===== config.mk =====
export PLATFORM = sky130hd
export DESIGN_NAME = set_job_scheduler_flat
export DESIGN_NICKNAME = d
export VERILOG_FILES = /design/src/rtl/set_job_scheduler_pkg.sv /design/src/rtl/set_job_scheduler_if.sv /design/src/rtl/set_job_scheduler_rr_arbiter.sv /design/src/rtl/set_job_scheduler.sv /design/src/flat_wrapper.sv
export SDC_FILE = /design/constraint.sdc
export NUM_CORES = 1
export LEC_CHECK = 0
export ABC_AREA = 0
export CORE_ASPECT_RATIO = 1.5
export CORE_UTILIZATION = 45
export DETAILED_ROUTE_END_ITERATION = 7
export PLACE_DENSITY = 0.84
export SKIP_LAST_GASP = 1
export SLEW_MARGIN = 20
export SYNTH_ARGS = -nofsm -noshare
export SYNTH_HDL_FRONTEND = slang
export SYNTH_HIERARCHICAL = 1
export SYNTH_SLANG_ARGS = --single-unit

===== constraint.sdc =====
create_clock -name clk -period 4.9 [get_ports clk]
set_input_delay 0.735 -clock clk [delete_from_list [all_inputs] [get_ports clk]]
set_output_delay 0.735 -clock clk [all_outputs]
set_load 0.05 [all_outputs]

===== src/rtl/set_job_scheduler_pkg.sv =====
// Shared types and widths for the SET job scheduler: FSM states, field widths
// and the circular pointer increment used by the round-robin grant.
package set_job_scheduler_pkg;

  localparam int CENTRAL_W = 16;
  localparam int RADIUS_W  = 8;
  localparam int CAND_W    = 4;
  localparam int JOBS_W    = 16;
  localparam int TMO_W     = 5;

  typedef enum logic [2:0] {
    IDLE,
    LAUNCH,
    WAIT_START,
    WAIT_DONE,
    RESP
  } state_e;

  // Pointer wraps at n, not at the next power of two.
  function automatic int wrap_inc(input int v, input int n);
    return (v + 1 >= n) ? 0 : v + 1;
  endfunction

endpackage


===== src/rtl/set_job_scheduler_if.sv =====
// Request, engine and response signals of the SET job scheduler.
// slave = the scheduler itself, master = the surrounding host/engine side.
interface set_job_scheduler_if import set_job_scheduler_pkg::*; #(
  parameter int NREQ = 4,
  parameter int IDW  = 2
);

  logic [NREQ-1:0]           req_valid;
  logic [CENTRAL_W*NREQ-1:0] req_central;
  logic [RADIUS_W*NREQ-1:0]  req_radius;
  logic [NREQ-1:0]           req_ready;

  logic                      eng_en;
  logic [CENTRAL_W-1:0]      eng_central;
  logic [RADIUS_W-1:0]       eng_radius;
  logic                      eng_busy;
  logic                      eng_valid;
  logic [CAND_W-1:0]         eng_candidate;

  logic                      rsp_valid;
  logic                      rsp_ready;
  logic [IDW-1:0]            rsp_id;
  logic [CAND_W-1:0]         rsp_candidate;
  logic                      rsp_err;
  logic [JOBS_W-1:0]         jobs_done;

  modport slave (
    input  req_valid, req_central, req_radius,
    input  eng_busy, eng_valid, eng_candidate,
    input  rsp_ready,
    output req_ready,
    output eng_en, eng_central, eng_radius,
    output rsp_valid, rsp_id, rsp_candidate, rsp_err, jobs_done
  );

  modport master (
    output req_valid, req_central, req_radius,
    output eng_busy, eng_valid, eng_candidate,
    output rsp_ready,
    input  req_ready,
    input  eng_en, eng_central, eng_radius,
    input  rsp_valid, rsp_id, rsp_candidate, rsp_err, jobs_done
  );

endinterface


===== src/rtl/set_job_scheduler_rr_arbiter.sv =====
// Combinational round-robin arbiter: first requesting port at or after the
// pointer, searching circularly over NREQ ports.
module set_job_scheduler_rr_arbiter #(
  parameter int NREQ = 4,
  parameter int IDW  = 2
) (
  input  logic [NREQ-1:0] i_req,
  input  logic [IDW-1:0]  i_ptr,
  output logic [NREQ-1:0] o_grant,
  output logic [IDW-1:0]  o_idx
);

  logic [IDW:0] w_k;
  logic         w_found;

  always_comb begin
    o_grant = '0;
    o_idx   = '0;
    w_found = 1'b0;
    w_k     = '0;
    for (int i = 0; i < NREQ; i++) begin
      w_k = {1'b0, i_ptr} + (IDW+1)'(i);
      if (w_k >= (IDW+1)'(NREQ)) w_k = w_k - (IDW+1)'(NREQ);
      if (!w_found && i_req[w_k[IDW-1:0]]) begin
        w_found                  = 1'b1;
        o_grant[w_k[IDW-1:0]]    = 1'b1;
        o_idx                    = w_k[IDW-1:0];
      end
    end
  end

endmodule


===== src/rtl/set_job_scheduler.sv =====
// Shares one SET circle-intersection engine among NREQ requesters: one job in
// flight, round-robin grant, timeout-guarded wait, tagged response.
module set_job_scheduler import set_job_scheduler_pkg::*; #(
  parameter int NREQ    = 4,
  parameter int IDW     = 2,
  parameter int TIMEOUT = 31
) (
  input  logic               clk,
  input  logic               rst,
  set_job_scheduler_if.slave io_bus
);

  state_e               r_state;
  state_e               w_state_nxt;
  logic [IDW-1:0]       r_rr;
  logic [IDW-1:0]       r_id;
  logic [CENTRAL_W-1:0] r_central;
  logic [RADIUS_W-1:0]  r_radius;
  logic [TMO_W-1:0]     r_tmo;
  logic [CAND_W-1:0]    r_rsp_cand;
  logic                 r_rsp_err;
  logic [JOBS_W-1:0]    r_jobs_done;

  logic [NREQ-1:0]      w_grant;
  logic [IDW-1:0]       w_grant_idx;
  logic [NREQ-1:0]      w_req_ready;
  logic                 w_eng_en;
  logic                 w_any;
  logic                 w_tmo_hit;
  logic [CENTRAL_W-1:0] w_sel_central;
  logic [RADIUS_W-1:0]  w_sel_radius;

  set_job_scheduler_rr_arbiter #(.NREQ(NREQ), .IDW(IDW)) u_arb (
    .i_req   (io_bus.req_valid),
    .i_ptr   (r_rr),
    .o_grant (w_grant),
    .o_idx   (w_grant_idx)
  );

  assign w_any     = |io_bus.req_valid;
  assign w_tmo_hit = (r_tmo == TMO_W'(TIMEOUT - 1));

  always_comb begin
    w_sel_central = '0;
    w_sel_radius  = '0;
    for (int k = 0; k < NREQ; k++) begin
      if (w_grant[k]) begin
        w_sel_central = io_bus.req_central[k*CENTRAL_W +: CENTRAL_W];
        w_sel_radius  = io_bus.req_radius[k*RADIUS_W +: RADIUS_W];
      end
    end
  end

  always_comb begin
    w_state_nxt = r_state;
    w_req_ready = '0;
    w_eng_en    = 1'b0;
    case (r_state)
      IDLE: begin
        if (w_any) begin
          w_req_ready = w_grant;
          w_state_nxt = LAUNCH;
        end
      end
      LAUNCH: begin
        w_eng_en    = 1'b1;
        w_state_nxt = WAIT_START;
      end
      WAIT_START: begin
        if (!io_bus.eng_valid)  w_state_nxt = WAIT_DONE;
        else if (w_tmo_hit)     w_state_nxt = RESP;
      end
      WAIT_DONE: begin
        if (io_bus.eng_valid || w_tmo_hit) w_state_nxt = RESP;
      end
      RESP: begin
        if (io_bus.rsp_ready) w_state_nxt = IDLE;
      end
      default: w_state_nxt = IDLE;
    endcase
  end

  always_ff @(posedge clk) begin
    if (rst) begin
      r_state     <= IDLE;
      r_rr        <= '0;
      r_id        <= '0;
      r_central   <= '0;
      r_radius    <= '0;
      r_tmo       <= '0;
      r_rsp_cand  <= '0;
      r_rsp_err   <= 1'b0;
      r_jobs_done <= '0;
    end else begin
      r_state <= w_state_nxt;
      case (r_state)
        IDLE: begin
          if (w_any) begin
            r_central <= w_sel_central;
            r_radius  <= w_sel_radius;
            r_id      <= w_grant_idx;
            r_rr      <= IDW'(wrap_inc(int'(w_grant_idx), NREQ));
          end
        end
        LAUNCH: r_tmo <= '0;
        WAIT_START: begin
          // Counter restarts when the engine leaves Prep, so WAIT_DONE gets a fresh budget.
          r_tmo <= io_bus.eng_valid ? r_tmo + TMO_W'(1) : '0;
          if (io_bus.eng_valid && w_tmo_hit) begin
            r_rsp_cand <= '0;
            r_rsp_err  <= 1'b1;
          end
        end
        WAIT_DONE: begin
          r_tmo <= r_tmo + TMO_W'(1);
          if (io_bus.eng_valid) begin
            r_rsp_cand <= io_bus.eng_candidate;
            r_rsp_err  <= 1'b0;
          end else if (w_tmo_hit) begin
            r_rsp_cand <= '0;
            r_rsp_err  <= 1'b1;
          end
        end
        RESP: begin
          if (io_bus.rsp_ready) r_jobs_done <= r_jobs_done + JOBS_W'(1);
        end
        default: ;
      endcase
    end
  end

  assign io_bus.req_ready     = w_req_ready;
  assign io_bus.eng_en        = w_eng_en;
  assign io_bus.eng_central   = r_central;
  assign io_bus.eng_radius    = r_radius;
  assign io_bus.rsp_valid     = (r_state == RESP);
  assign io_bus.rsp_id        = r_id;
  assign io_bus.rsp_candidate = r_rsp_cand;
  assign io_bus.rsp_err       = r_rsp_err;
  assign io_bus.jobs_done     = r_jobs_done;

  a_busy_quiet: assert property (@(posedge clk) disable iff (rst)
    !(io_bus.eng_busy && (r_state == IDLE || r_state == RESP)));

endmodule


===== src/flat_wrapper.sv =====
// flat-port wrapper written by rule: the top's interface ports become plain ports
module set_job_scheduler_flat import set_job_scheduler_pkg::*;
#(
  parameter int NREQ    = 4,
  parameter int IDW     = 2,
  parameter int TIMEOUT = 31
)
  (clk, rst, io_bus_req_valid, io_bus_req_central, io_bus_req_radius, io_bus_eng_busy, io_bus_eng_valid, io_bus_eng_candidate, io_bus_rsp_ready, io_bus_req_ready, io_bus_eng_en, io_bus_eng_central, io_bus_eng_radius, io_bus_rsp_valid, io_bus_rsp_id, io_bus_rsp_candidate, io_bus_rsp_err, io_bus_jobs_done);
  set_job_scheduler_if #(.NREQ(NREQ), .IDW(IDW)) io_bus_i ();
  input  logic clk;
  input  logic rst;
  input wire logic [$bits(io_bus_i.req_valid)-1:0] io_bus_req_valid;
  input wire logic [$bits(io_bus_i.req_central)-1:0] io_bus_req_central;
  input wire logic [$bits(io_bus_i.req_radius)-1:0] io_bus_req_radius;
  input wire logic [$bits(io_bus_i.eng_busy)-1:0] io_bus_eng_busy;
  input wire logic [$bits(io_bus_i.eng_valid)-1:0] io_bus_eng_valid;
  input wire logic [$bits(io_bus_i.eng_candidate)-1:0] io_bus_eng_candidate;
  input wire logic [$bits(io_bus_i.rsp_ready)-1:0] io_bus_rsp_ready;
  output wire logic [$bits(io_bus_i.req_ready)-1:0] io_bus_req_ready;
  output wire logic [$bits(io_bus_i.eng_en)-1:0] io_bus_eng_en;
  output wire logic [$bits(io_bus_i.eng_central)-1:0] io_bus_eng_central;
  output wire logic [$bits(io_bus_i.eng_radius)-1:0] io_bus_eng_radius;
  output wire logic [$bits(io_bus_i.rsp_valid)-1:0] io_bus_rsp_valid;
  output wire logic [$bits(io_bus_i.rsp_id)-1:0] io_bus_rsp_id;
  output wire logic [$bits(io_bus_i.rsp_candidate)-1:0] io_bus_rsp_candidate;
  output wire logic [$bits(io_bus_i.rsp_err)-1:0] io_bus_rsp_err;
  output wire logic [$bits(io_bus_i.jobs_done)-1:0] io_bus_jobs_done;
  assign io_bus_i.req_valid = io_bus_req_valid;
  assign io_bus_i.req_central = io_bus_req_central;
  assign io_bus_i.req_radius = io_bus_req_radius;
  assign io_bus_i.eng_busy = io_bus_eng_busy;
  assign io_bus_i.eng_valid = io_bus_eng_valid;
  assign io_bus_i.eng_candidate = io_bus_eng_candidate;
  assign io_bus_i.rsp_ready = io_bus_rsp_ready;
  assign io_bus_req_ready = io_bus_i.req_ready;
  assign io_bus_eng_en = io_bus_i.eng_en;
  assign io_bus_eng_central = io_bus_i.eng_central;
  assign io_bus_eng_radius = io_bus_i.eng_radius;
  assign io_bus_rsp_valid = io_bus_i.rsp_valid;
  assign io_bus_rsp_id = io_bus_i.rsp_id;
  assign io_bus_rsp_candidate = io_bus_i.rsp_candidate;
  assign io_bus_rsp_err = io_bus_i.rsp_err;
  assign io_bus_jobs_done = io_bus_i.jobs_done;
  set_job_scheduler #(.NREQ(NREQ), .IDW(IDW), .TIMEOUT(TIMEOUT)) u_core (.clk(clk), .rst(rst), .io_bus(io_bus_i));
endmodule

==> run_results.csv, run 1 <==
group,metric,value,unit
status,status,"completed",
clocking,cts_tree,"built",
global_routing,grt_antenna_before_repair,0,
setup_path,cp_cell_sequence,"inv_1, ha_1, mux4_2, nor2b_4, a22oi_1, o21ai_2, buf_4, and2_1, buf_4",
synth,synth_nets,546,
die,core-area,7322,sq um
power_and_ir_drop,seqPwrFrac,21.8,%
timing,fin_crit_sh,89.36,%
setup_path,worst-r2r-setup-slack,1.08,ns
synth,netlist_instances,428,
layout,layout_common_cells,"clkdlybuf4s50_1, dfxtp_1, nor2_1, a21oi_1, nor3_1",
timing,slew_headroom,27.64,%
timing,finalSetupTns,0,ns
die,start_util,47.18,%
layout,seqCellArea,1141,sq um
die,die_x,73.54,microns
synth,ys_types,49,
synth,synth_seq_cells,57,
power_and_ir_drop,p_sw_share,47.57,%
layout,finalNetCount,687,
synth,synth_compound_area_share,25.79,%
layout,final_common_cell,"clkdlybuf4s50_1",
layout,antenna_cells,0,
clocking,h-tree-depth,3,
synth,synthAdderAreaFrac,3.260,%
setup_path,cpMostUsedCell,"buf_4",
global_routing,grt_usage,27.35,%
power_and_ir_drop,combPwrFrac,65.6,%
global_routing,grt_pass1_vias,3735,
die,ios,162,
timing,timing_hold_violations_final,0,
timing,grt_setup_unrepaired,"no",
synth,muxShareOfSynthArea,3.875,%
layout,nFillCells,604,
setup_path,critPathArrivalTime,3.64,ns
setup_path,start_kind,"register",
drt,viasPerCell,5.634,
setup_path,crit_slowest_cell,"dfxtp_1",
power_and_ir_drop,leakagePower,1.935,nW
synth,ys_warn_count,6,
power_and_ir_drop,power.density,559.2,nW/um^2
setup_path,reg2reg_from,"u_core/r_rr[0]",
setup_path,crit_path_end,"io_bus_req_ready[1]",
place,dp_hpwl,7924,microns
power_and_ir_drop,irDropWorstVdd,327.3,uV
drt,routed_wl,10660,microns
layout,area_growth,52.26,%
clocking,cts-root-buf,"clkbuf_8",
setup_path,critPathKind,"register to primary output",
drt,ant_nets,0,
timing,fmaxAchievable,228.4,MHz
die,die-area,8039,sq um
synth,synth_top_family_by_area,"compound AO/OA/AOI/OAI gates",
timing,clock_skew,0.009521,ns
place,routabilityCongestion,0.8185,
synth,yosysSeqAreaShare,33.03,%
place,place_area,5099,sq um
power_and_ir_drop,clock_power_share,12.6,%
synth,ys.flop_type,"dfxtp_1",
setup_path,r2r_cells,11,
timing,slew_violations,0,
clocking,clockBufferDepth,2,
clocking,cts_sinks,57,
timing,holdWs,0.4741,ns
synth,synth_area_per_cell,8.071,sq um
die,rows,38,
synth,netlist_area,3455,sq um
min_path,min-delay-path-class,"register to register",
setup_path,critPathCaptureType,"primary output",
die,die_h,109.3,microns
global_routing,grt_pass1_wl,16930,microns
layout,drive_gt1_share,6.283,%
synth,async_reset_ff_share,0,%
clocking,worstSkewPairLatency,0.34,ns
drt,wl_per_cell,15.83,microns
setup_path,required,4.16,ns
place,io_buffers,160,
drt,drc,0,
clocking,cts_resized,0,
setup_path,critPathMaxFanout,15,
drt,vias,3792,
power_and_ir_drop,switchingPower,1.399,mW
drt,drt_iter0_markers,180,
timing,setup_viol,0,
clocking,clk_pin_slew_worst_paths,0.06,ns
flow_run,maxCapViolCount,0,
setup_path,slowest_delay,0.69,ns
global_routing,grt_max_degree,56,
drt,drt-pass1-iter-count,4,
timing,tightest_slew,1.085,ns
setup_path,worstReg2RegEnd,"u_core/io_bus.eng_central[13]",
power_and_ir_drop,p_int,1.542,mW
clocking,holdBufCountCts,0,
layout,design_area,5260,sq um
clocking,post-cts-setup-buffers,0,
timing,min_period,4.379,ns
clocking,cts-buffers-inserted,9,
global_routing,overflow,0,
synth,synth_simple_gate_area_share,23.22,%
setup_path,cp-startpoint,"u_core/r_rr[0]",
power_and_ir_drop,power,2.942,mW
synth,synth_edf_count,0,
layout,multi_input_area,2088,sq um
synth,synthXorXnorAreaFrac,3.296,%
[power groups by stage]
| stage | Clock (mW) | Combinational, mW | Sequential, mW |
|---|---|---|---|
| floorplan | 0 | 1.13 | 0.896 |
| global placement | 0 | 1.88 | 0.641 |
| detailed placement | 0 | 1.92 | 0.647 |
| CTS | 0.379 | 1.92 | 0.639 |
| global route | 0.399 | 2.07 | 0.654 |
| finish | 0.371 | 1.93 | 0.640 |
[final cells by class]
class,count,share of cell area (%)
Sequential cell,57,21.69
Multi-Input combinational cell,306,39.70
Clock inverter,4,0.3806
Timing Repair Buffer,165,31.02
Clock buffer,11,2.688
Inverter,30,2.141
Tap cell,100,2.379
[metal layers]
layer  GRT usage [%]  routed length, microns
met2           48.75                    5570
met3           8.891                     784
met5               0                       0
met1           28.69                    3986
met4           12.36                     314
[worst max-delay path, delay by kind of cell, from the launching register on]
kind | cells | cell delay (ns)
flops | 1 | 0.69
buf+inv | 3 | 0.69
compound gates | 2 | 0.59
mux | 1 | 0.47
fa+ha+maj | 1 | 0.46
simple gates | 2 | 0.38
[Yosys cell counts, drive strengths merged, types with 9 or more instances]
library cell | instances | area [sq um]
a21oi | 39 | 195.2
a221o | 24 | 240.2
a221oi | 24 | 210.2
buf | 10 | 53.80
clkbuf | 25 | 93.84
dfxtp | 57 | 1141
ha | 9 | 112.6
inv | 30 | 112.6
nand2 | 23 | 86.33
nor2 | 47 | 176.4
nor3 | 33 | 176.4
o21ai | 14 | 70.07
[how the worst min path moves through the flow]
stage | from | to | slack, ns | depth (start not counted)
floorplan | u_core/r_tmo[4] | u_core/r_tmo[4] | 0.47 | 2
global placement | u_core/io_bus.rsp_id[0] | u_core/io_bus.rsp_id[0] | 0.45 | 2
detailed placement | u_core/io_bus.rsp_id[1] | u_core/io_bus.rsp_id[1] | 0.46 | 2
CTS | u_core/io_bus.rsp_id[1] | u_core/io_bus.rsp_id[1] | 0.47 | 2
global route | u_core/io_bus.rsp_id[0] | u_core/io_bus.rsp_id[0] | 0.49 | 2
finish | u_core/io_bus.rsp_id[0] | u_core/io_bus.rsp_id[0] | 0.47 | 2
[state kept, by name, summed over array words and instances, names as in the netlist]
signal and flops:
u_core/io_bus.eng_central 16, u_core/io_bus.rsp_err 1, u_core/io_bus.rsp_id 2, u_core/io_bus.eng_radius 8, u_core/io_bus.rsp_candidate 4, u_core/r_rr 2
u_core/io_bus.jobs_done 16, u_core/r_state 3, u_core/r_tmo 5
[cells by family after synthesis]
| logic type | after synthesis |
|---|---|
| compound gates | 123 |
| simple gates | 153 |
| mux | 8 |
| xor+xnor | 13 |
| fa+ha+maj | 9 |
| buf+inv | 65 |
| flops | 57 |
[per-stage QoR]
stage                     instances  utilization [%]  setup WS [ns]
after global routing            673            71.84         0.3558
after global placement          658            69.63         0.7651
final                           673            71.84         0.5215
after CTS                       673            71.84         0.5512
after detailed placement        658            69.63         0.7076
after floorplan                 428                -          1.127
Note: power is estimated with default switching activity, not from simulation.
==> run 2, diff against run 1 <==
--- a/config.mk
+++ b/config.mk
@@ -7,9 +7,9 @@
 export LEC_CHECK = 0
 export ABC_AREA = 0
 export CORE_ASPECT_RATIO = 1.5
-export CORE_UTILIZATION = 45
+export CORE_UTILIZATION = 25
 export DETAILED_ROUTE_END_ITERATION = 7
-export PLACE_DENSITY = 0.84
+export PLACE_DENSITY = 0.5
 export SKIP_LAST_GASP = 1
 export SLEW_MARGIN = 20
 export SYNTH_ARGS = -nofsm -noshare
==> run 2 against run 1 <==
  * The run now ends with DRC left
  * Die area up 78%
  * Routed wire length rose by 8.9%
  * Combinational power hardly changed
  * Fmax is 0.31% higher
  * Largest power group unchanged
==> run_results.csv, run 2 (synthesis gave the netlist of run 1 again) <==
group,metric,value,unit
status,status,"finished, violations left",
status,violations,"DRC",
timing,finalSetupTns,0,ns
timing,clock_skew,0.006993,ns
layout,final_common_cell,"clkdlybuf4s50_1",
timing,slew_violations,0,
clocking,h-tree-depth,3,
drt,drt_iter0_markers,144,
layout,multi_input_area,2088,sq um
drt,drc,5,
layout,finalNetCount,688,
global_routing,grt_antenna_before_repair,0,
clocking,post-cts-setup-buffers,0,
layout,layout_common_cells,"clkdlybuf4s50_1, dfxtp_1, nor2_1, a21oi_1, nor3_1",
drt,vias,3727,
power_and_ir_drop,power,3.268,mW
die,die_x,97.98,microns
drt,viasPerCell,5.057,
clocking,holdBufCountCts,0,
setup_path,required,4.16,ns
die,start_util,25.65,%
timing,slew_headroom,29.06,%
global_routing,grt_max_degree,56,
timing,timing_hold_violations_final,0,
global_routing,overflow,0,
drt,routed_wl,11600,microns
clocking,cts_tree,"built",
timing,tightest_slew,1.059,ns
place,dpl.cell_count,721,
timing,min_period,4.365,ns
layout,fin_cells,737,
clocking,clk_pin_slew_worst_paths,0.05,ns
timing,setup_viol,0,
power_and_ir_drop,irDropWorstVdd,252.9,uV
place,dp_hpwl,8436,microns
die,ios,162,
die,die_h,146.0,microns
setup_path,crit_slowest_cell,"clkdlybuf4s50_1",
setup_path,critPathCaptureType,"primary output",
place,place_area,5186,sq um
setup_path,cp_cell_sequence,"inv_1, ha_1, mux4_2, nor3_4, a22oi_1, o21ai_4, and2_1, clkdlybuf4s50_1",
power_and_ir_drop,leakagePower,2.019,nW
flow_run,maxCapViolCount,0,
setup_path,critPathKind,"register to primary output",
layout,antenna_cells,0,
min_path,min-delay-start,"u_core/io_bus.rsp_id[1]",
timing,fmaxAchievable,229.1,MHz
drt,wl_per_cell,15.74,microns
global_routing,grt_pass1_wl,18720,microns
layout,drive_gt1_share,6.609,%
drt,ant_nets,0,
setup_path,critPathArrivalTime,3.63,ns
layout,design_area,5527,sq um
place,routabilityCongestion,0.7890,
setup_path,cp-startpoint,"u_core/r_rr[0]",
setup_path,start_kind,"register",
die,rows,52,
layout,area_growth,59.98,%
min_path,min-delay-path-class,"register to register",
layout,seqCellArea,1141,sq um
timing,fin_crit_sh,89.08,%
power_and_ir_drop,power.density,591.3,nW/um^2
layout,nFillCells,1330,
clocking,cts_resized,0,
setup_path,slowest_delay,0.84,ns
clocking,cts_sinks,57,
setup_path,critPathMaxFanout,15,
clocking,clockBufferDepth,2,
timing,grt_setup_unrepaired,"no",
global_routing,grt_usage,16.51,%
setup_path,reg2reg_from,"u_core/r_rr[0]",
drt,drt-pass1-iter-count,8,
die,die-area,14300,sq um
clocking,worstSkewPairLatency,0.32,ns
clocking,cts-root-buf,"clkbuf_16",
die,core-area,13470,sq um
clocking,cts-buffers-inserted,9,
global_routing,grt_pass1_vias,3772,
place,io_buffers,160,
## run 2: cell count changes in the layout (fill, tap and decap cells not counted)
cell / delta
bufinv_16: +2
clkbuf_1: -1
clkbuf_16: +9
clkbuf_8: -7
clkdlybuf4s50_1: +1
clkinv_2: -3
clkinv_4: +1
## run 2: worst max-delay path: cells and delay by family, from the launching register on
family	cells	cell delay [ns]
multiplexers	1	0.48
buffers and inverters	2	1.01
adder cells (fa/ha/maj)	1	0.47
AND/OR/NAND/NOR	2	0.42
AO/OA/AOI/OAI	2	0.25
flip-flops	1	0.68
## run 2: routing by layer
metal  vias up  global-route usage (%)  wire (microns)
met5         -                       0               0
met4         0                   5.455             141
met3        10                   6.628             986
met2       126                   29.96            5953
met1      1726                   17.00            4517
li1       1865                       -               -
## run 2: area by class of cell
type                            instances  area share (%)
Multi-Input combinational cell        306           37.79
Timing Repair Buffer                  166           29.70
Sequential cell                        57           20.65
Clock buffer                           12           4.822
Tap cell                              162           3.668
Inverter                               30           2.038
Clock inverter                          4           1.336
## run 2: report_power, final
part	total (mW)	switching, mW	internal (mW)
Sequential	0.639	0.0816	0.558
Clock	0.710	0.224	0.487
Combinational	1.92	1.13	0.787
Total	3.27	1.44	1.83
## run 2: stage by stage
step                      setup slack [ns]  hold WS [ns]  utilization (%)
final                               0.5350        0.4590            41.03
after global routing                0.3479        0.4894            41.03
after CTS                           0.5386        0.4625            41.03
after detailed placement            0.6574        0.4531            38.51
after global placement              0.6691        0.4454            38.51
after floorplan                      1.127        0.4717                -
## run 2: worst paths after layout
check	to	slack, ns	cells past startpoint
worst max-delay path	io_bus_req_ready[3]	0.54	8
worst min-delay path	u_core/io_bus.rsp_id[1]	0.46	2
worst max register to register	u_core/io_bus.eng_central[12]	0.99	12
worst min register to register	u_core/io_bus.rsp_id[1]	0.46	2
==> run 3, diff against run 2 <==
--- a/config.mk
+++ b/config.mk
@@ -10,6 +10,7 @@
 export CORE_UTILIZATION = 25
 export DETAILED_ROUTE_END_ITERATION = 7
 export PLACE_DENSITY = 0.5
+export SETUP_SLACK_MARGIN = 0.3
 export SKIP_LAST_GASP = 1
 export SLEW_MARGIN = 20
 export SYNTH_ARGS = -nofsm -noshare
==> results of run 3 <==
Final layout, timing and power as in run 2 (identical DEF).
